$ cat config.mk
export PLATFORM = sky130hd
export DESIGN_NAME = mem_store_buffer
export DESIGN_NICKNAME = d
export VERILOG_FILES = /design/src/rtl/mem_store_buffer_pkg.sv /design/src/rtl/mem_store_buffer_fwd_match.sv /design/src/rtl/mem_store_buffer.sv
export SDC_FILE = /design/constraint.sdc
export NUM_CORES = 1
export LEC_CHECK = 0
export ABC_AREA = 1
export ABC_CLOCK_PERIOD_IN_PS = 6100
export CAP_MARGIN = 20
export CORE_MARGIN = 8
export CORE_UTILIZATION = 30
export DETAILED_ROUTE_END_ITERATION = 12
export DONT_BUFFER_PORTS = 1
export HOLD_SLACK_MARGIN = 0.06
export PLACE_DENSITY = 0.44
export SLEW_MARGIN = 5
export SYNTH_ARGS = -nofsm -noshare
export SYNTH_HDL_FRONTEND = slang
export SYNTH_SLANG_ARGS = --single-unit
$ cat constraint.sdc
create_clock -name clk -period 6.1 [get_ports clk]
set_input_delay 1.22 -clock clk [delete_from_list [all_inputs] [get_ports clk]]
set_output_delay 1.22 -clock clk [all_outputs]
set_load 0.03 [all_outputs]
$ cat src/rtl/mem_store_buffer_pkg.sv
// Shared types for the store buffer: entry layout and byte-lane merge helper.
package mem_store_buffer_pkg;

    localparam int SB_ADDR_W = 32;
    localparam int SB_DATA_W = 32;
    localparam int SB_STRB_W = SB_DATA_W / 8;

    typedef struct packed {
        logic                 valid;
        logic [SB_ADDR_W-1:0] pa;
        logic [SB_DATA_W-1:0] data;
        logic [SB_STRB_W-1:0] strb;
        logic                 cached;
    } sb_entry_t;

    function automatic logic [SB_DATA_W-1:0] lane_merge(
        input logic [SB_DATA_W-1:0] old_data,
        input logic [SB_DATA_W-1:0] new_data,
        input logic [SB_STRB_W-1:0] strb
    );
        logic [SB_DATA_W-1:0] r;
        r = old_data;
        for (int b = 0; b < SB_STRB_W; b++) begin
            if (strb[b]) r[8*b +: 8] = new_data[8*b +: 8];
        end
        return r;
    endfunction

endpackage

$ cat src/rtl/mem_store_buffer_fwd_match.sv
// Load forwarding match: word compare per entry, walked oldest to youngest
// so the youngest writer of each needed lane wins.
module sb_fwd_match
    import mem_store_buffer_pkg::*;
#(
    parameter int DEPTH = 4,
    parameter int PW    = $clog2(DEPTH),
    parameter int CW    = $clog2(DEPTH + 1)
) (
    input  sb_entry_t            entries [DEPTH],
    input  logic [PW-1:0]        head,
    input  logic [CW-1:0]        count,
    input  logic [SB_ADDR_W-1:0] ld_pa,
    input  logic [SB_STRB_W-1:0] ld_strb,
    output logic [SB_STRB_W-1:0] hit_strb,
    output logic [SB_DATA_W-1:0] data
);

    localparam int OFF = $clog2(SB_STRB_W);
    localparam logic [PW:0] DEPTH_P = (PW + 1)'(DEPTH);

    logic [PW:0]   sum;
    logic [PW-1:0] idx;
    logic          unused_x;

    always_comb begin
        hit_strb = '0;
        data     = '0;
        sum      = '0;
        idx      = '0;
        unused_x = ^ld_pa[OFF-1:0];
        for (int k = 0; k < DEPTH; k++) begin
            sum = {1'b0, head} + (PW + 1)'(k);
            if (sum >= DEPTH_P) sum = sum - DEPTH_P;
            idx = sum[PW-1:0];
            unused_x = unused_x ^ entries[idx].cached
                     ^ (^entries[idx].pa[OFF-1:0]);
            if (CW'(k) < count && entries[idx].valid &&
                entries[idx].pa[SB_ADDR_W-1:OFF] == ld_pa[SB_ADDR_W-1:OFF]) begin
                for (int b = 0; b < SB_STRB_W; b++) begin
                    if (entries[idx].strb[b] && ld_strb[b]) begin
                        hit_strb[b]     = 1'b1;
                        data[8*b +: 8]  = entries[idx].data[8*b +: 8];
                    end
                end
            end
        end
    end

endmodule

$ cat src/rtl/mem_store_buffer.sv
// Committed-store buffer: in-order drain to dcache, youngest-entry merging
// and same-cycle load forwarding from registered entries.
module mem_store_buffer
    import mem_store_buffer_pkg::*;
#(
    parameter int DEPTH    = 4,
    parameter int ADDR_W   = SB_ADDR_W,
    parameter int DATA_W   = SB_DATA_W,
    parameter int STRB_W   = DATA_W / 8,
    parameter bit MERGE_EN = 1'b1
) (
    input  logic                       clk,
    input  logic                       rst_n,
    input  logic                       enq_valid,
    output logic                       enq_rdy,
    input  logic [ADDR_W-1:0]          enq_pa,
    input  logic [DATA_W-1:0]          enq_data,
    input  logic [STRB_W-1:0]          enq_strb,
    input  logic                       enq_cached,
    input  logic                       ld_valid,
    input  logic [ADDR_W-1:0]          ld_pa,
    input  logic [STRB_W-1:0]          ld_strb,
    input  logic                       ld_cached,
    output logic                       ld_hit,
    output logic [DATA_W-1:0]          ld_data,
    output logic                       ld_stall,
    output logic                       dc_valid,
    input  logic                       dc_busy,
    output logic [ADDR_W-1:0]          dc_pa,
    output logic [DATA_W-1:0]          dc_data,
    output logic [STRB_W-1:0]          dc_strb,
    output logic                       dc_cached,
    output logic                       empty,
    output logic [$clog2(DEPTH+1)-1:0] count
);

    localparam int PW  = $clog2(DEPTH);
    localparam int CW  = $clog2(DEPTH + 1);
    localparam int OFF = $clog2(STRB_W);

    sb_entry_t     ent [DEPTH];
    logic [PW-1:0] head;
    logic [PW-1:0] tail;
    logic [PW-1:0] young;
    logic          merge_ok;
    logic          do_enq;
    logic          do_push;
    logic          do_merge;
    logic          do_deq;
    logic [STRB_W-1:0] hit_strb;
    logic [DATA_W-1:0] fwd_data;
    logic              mmio_block;

    function automatic logic [PW-1:0] nxt(input logic [PW-1:0] p);
        return (p == PW'(DEPTH - 1)) ? '0 : p + 1'b1;
    endfunction

    assign young = (tail == '0) ? PW'(DEPTH - 1) : tail - 1'b1;

    // The head is never a merge target, so an offered head stays stable.
    assign merge_ok = MERGE_EN && count != '0 && young != head &&
                      enq_cached && ent[young].valid && ent[young].cached &&
                      ent[young].pa[ADDR_W-1:OFF] == enq_pa[ADDR_W-1:OFF];

    assign enq_rdy  = (count != CW'(DEPTH)) | merge_ok;
    assign do_enq   = enq_valid & enq_rdy;
    assign do_merge = do_enq & merge_ok;
    assign do_push  = do_enq & ~merge_ok;
    assign do_deq   = dc_valid & ~dc_busy;

    assign dc_valid  = count != '0;
    assign empty     = count == '0;
    assign dc_pa     = ent[head].pa;
    assign dc_data   = ent[head].data;
    assign dc_strb   = ent[head].strb;
    assign dc_cached = ent[head].cached;

    always_ff @(posedge clk or negedge rst_n) begin
        if (!rst_n) begin
            head  <= '0;
            tail  <= '0;
            count <= '0;
            for (int i = 0; i < DEPTH; i++) ent[i] <= '0;
        end else begin
            if (do_deq) begin
                ent[head].valid <= 1'b0;
                head            <= nxt(head);
            end
            if (do_push) begin
                ent[tail] <= '{valid: 1'b1, pa: enq_pa, data: enq_data,
                               strb: enq_strb, cached: enq_cached};
                tail      <= nxt(tail);
            end
            if (do_merge) begin
                ent[young].data <= lane_merge(ent[young].data, enq_data, enq_strb);
                ent[young].strb <= ent[young].strb | enq_strb;
            end
            unique case ({do_push, do_deq})
                2'b10:   count <= count + 1'b1;
                2'b01:   count <= count - 1'b1;
                default: count <= count;
            endcase
        end
    end

    sb_fwd_match #(
        .DEPTH (DEPTH),
        .PW    (PW),
        .CW    (CW)
    ) u_fwd (
        .entries  (ent),
        .head     (head),
        .count    (count),
        .ld_pa    (ld_pa),
        .ld_strb  (ld_strb),
        .hit_strb (hit_strb),
        .data     (fwd_data)
    );

    // Uncached loads wait for the buffer to drain to keep MMIO ordering.
    assign mmio_block = ~ld_cached & (count != '0);
    assign ld_data    = fwd_data;
    assign ld_hit     = ld_valid & ~mmio_block & (hit_strb != '0) &
                        (hit_strb == ld_strb);
    assign ld_stall   = ld_valid & (mmio_block |
                        ((hit_strb != '0) & (hit_strb != ld_strb)));

endmodule
==> results.yml, run 1 <==
outcome:
  status: "finished clean"
clocking:
  cts_max_level: 2
  cts_tree: "done"
  cts-root-buf: "clkbuf_16"
  cts_buffer_depth: 3
  clk_pin_slew_worst_paths_ps: 60
  hold_buffers: 0
  cts_buffers: 43
  clk_latency_ps: 640
  clock_sinks: 287
route:
  via_per_inst: 5.30
  wl_per_cell_um: 21.8
  drt-initial-drc-count: 2788
  wl_met1_um: 58400
  met2_length_um: 56400
  drc: 0
  ant_nets: 0
  vias: 31003
  firstDrtPassIters: 5
  top_layer: "met5"
  routed_wl_um: 128000
  dr_wl_met3_um: 9250
synthesis:
  syn_inst: 4790
  synth.area.mux_share: 0.00110
  synth_nets: 4915
  syn-cell-area_mm2: 0.0273
  synth_fa_ha_area_frac: 0.00643
  ys_seq_area_frac: 0.263
  synth_top_family_by_area: "simple AND/OR/NAND/NOR gates"
  syn_area_per_cell_um2: 5.69
  synth_xor_area_frac: 0.0109
  synth_cell_type_count: 41
  ys_warn_count: 0
  yosys.area_share.simple: 0.439
  ys_ff_latch: 287
  synth_compound_area_frac: 0.160
die:
  rows: 110
  die-area_mm2: 0.101
  die_h_um: 317
  initial_utilization: 0.303
  ios: 220
  dieWidth_um: 317
  core-area_mm2: 0.0900
cells_and_area:
  instances_no_fill: 5847
  fin_area_mm2: 0.0299
  layout-area-overhead-vs-synth_pct: 9.75
  fin_util: 0.332
  fin_nets: 4763
  drive_gt1_frac: 0.0525
setup_path:
  crit_path_end_kind: "output port"
  endpoint: "ld_data[22]"
  regToRegSetupSlack_ps: 1460
  reg2reg_depth: 16
  critPathKind: "reg2out"
  path_max_fanout: 43
  crit_start: "head[0]"
  r2r-start: "tail[0]"
  regToRegEndpoint: "ent[100]"
  cp.arrival_ps: 4660
  critPathLaunchType: "register"
  cp.required_ps: 4880
pwr:
  leakage_nw: 15.3
  ir_drop_uv: 620
  power_mw: 20.1
  p_per_area_mw_per_mm2: 672
timing:
  rsz0062_at_grt: "no"
  setup_viol: 0
  min_period_ps: 5880
  drv_slew: 0
  fin_tns_setup_ps: 0
  fin_crit_sh: 0.964
  max_freq_mhz: 170
  slew_headroom: 0.259
  holdWs_ps: 372
  finalClockSkew_ps: 42.1
  finalHoldViolations: 0
  worst_pin_slew_ps: 1110
  setup_slack_ps: 221
placement:
  hpwl_um: 80600
  port_buffers: 0
  place_congestion: 0.895
  dp_cells: 5768
  dpl_cell_area_mm2: 0.0285
  dp_slack_ps: 677
grt:
  overflow: 0
  grt_pass1_vias: 28088
  grt_max_degree: 288
  antenna_found_initial: 7
  grt_pass1_wl_um: 190000
  grt_util_all_layers: 0.243
run:
  drv_cap: 0
worst_hold_path:
  holdCritPathClass: "in2async"
-- worst min path at each step --
stage | slack (ps) | cells past startpoint | startpoint | endpoint
floorplan | 450 | 2 | register | register
global placement | 470 | 2 | register | register
detailed placement | 470 | 2 | register | register
CTS | 300 | 0 | rst_n | async pin
global route | 320 | 0 | rst_n | ent[102]
finish | 370 | 0 | rst_n | async pin
-- where the power goes --
| part | switching [mW] | total, mW | internal, mW |
|---|---|---|---|
| sequential | 0.934 | 3.69 | 2.76 |
| clock | 1.07 | 2.65 | 1.58 |
| combinational | 9.83 | 13.8 | 3.94 |
-- synthesized netlist by cell type (all sizes together) --
master / n / area share
o22ai: 6 / 0.0014
dfrtp: 287 / 0.26
nand4: 165 / 0.038
o21ai: 596 / 0.11
a31oi: 6 / 0.0014
ha: 14 / 0.0064
nor4b: 1 / 0.00055
buf: 159 / 0.032
clkinv: 9 / 0.0013
inv: 452 / 0.062
nor4: 3 / 0.00069
clkbuf: 164 / 0.023
nor2: 114 / 0.018
and3: 1 / 0.00023
mux2i: 3 / 0.0011
o211ai: 34 / 0.0094
or2: 4 / 0.00092
o21a: 20 / 0.0055
a211oi: 6 / 0.0017
nor3b: 1 / 0.00028
xnor2: 4 / 0.0013
nand3: 624 / 0.12
nand3b: 3 / 0.00083
o2111ai: 1 / 0.00032
nor3: 3 / 0.00055
xor2: 29 / 0.0096
a21oi: 170 / 0.031
nand2: 1911 / 0.26
-- final cells by class --
| class | instances | area, um2 |
|---|---|---|
| Tap cell | 1176 | 1470 |
| Timing Repair Buffer | 126 | 1140 |
| Clock buffer | 66 | 1290 |
| Sequential cell | 287 | 7190 |
| Clock inverter | 11 | 148 |
| Inverter | 461 | 1750 |
| Fill cell | 10172 | 60100 |
| Antenna cell | 1 | 2.50 |
| Multi-Input combinational cell | 3719 | 16900 |
-- cell families (layout without fill, tap and decap cells) --
logic type,count (synthesis),count (layout)
xor+xnor,33,33
mux,3,3
other cells,0,1
simple gates,2830,2830
compound gates,839,839
flops,287,287
fa+ha+maj,14,14
buf+inv,784,664
-- worst max-delay path: stages (launching register included) --
cell      delay [ps]
dfrtp_4          600
inv_4            140
ha_4             240
inv_4            210
buf_12           280
nand3_1          140
nand3_1          170
nand2_1           70
inv_1             50
nand2_1           40
nor2_1            90
nand2_1          110
nor2_1           470
nand3_1          340
inv_1            180
buf_4            210
o211ai_1         110
nand3_1          100
nand2_1           60
o21ai_0          170
buf_4            240
-- placed cells by master, fill, tap and decap left out, drive strengths merged, types with 4 or more instances in the layout --
cell type	n
a211oi	6
o21ai	596
nand3	624
xor2	29
a31oi	6
buf	126
o21a	20
nand2	1911
dfrtp	287
o22ai	6
clkbuf	66
ha	14
a21oi	170
nand4	165
inv	453
clkinv	15
nor2	114
xnor2	4
or2	4
o211ai	34
-- repair_timing --
action | CTS | global route
buffers inserted | 0 | 1
endpoints found under the setup margin | 0 | 25
gates resized for setup | 0 | 2
endpoints found under the hold margin | 0 | 0
-- metal layers --
metal / track usage / up-vias
li1: - / 15270
met1: 0.339 / 14500
met2: 0.380 / 1045
met3: 0.0473 / 182
met4: 0.0660 / 6
met5: 0 / -
No activity file was read; power rests on OpenSTA's default activity.
==> run 2, diff against run 1 <==
- CAP_MARGIN: 20 -> 0
==> results of run 2 <==
The final DEF is identical to that of run 1; final timing and power are the same.
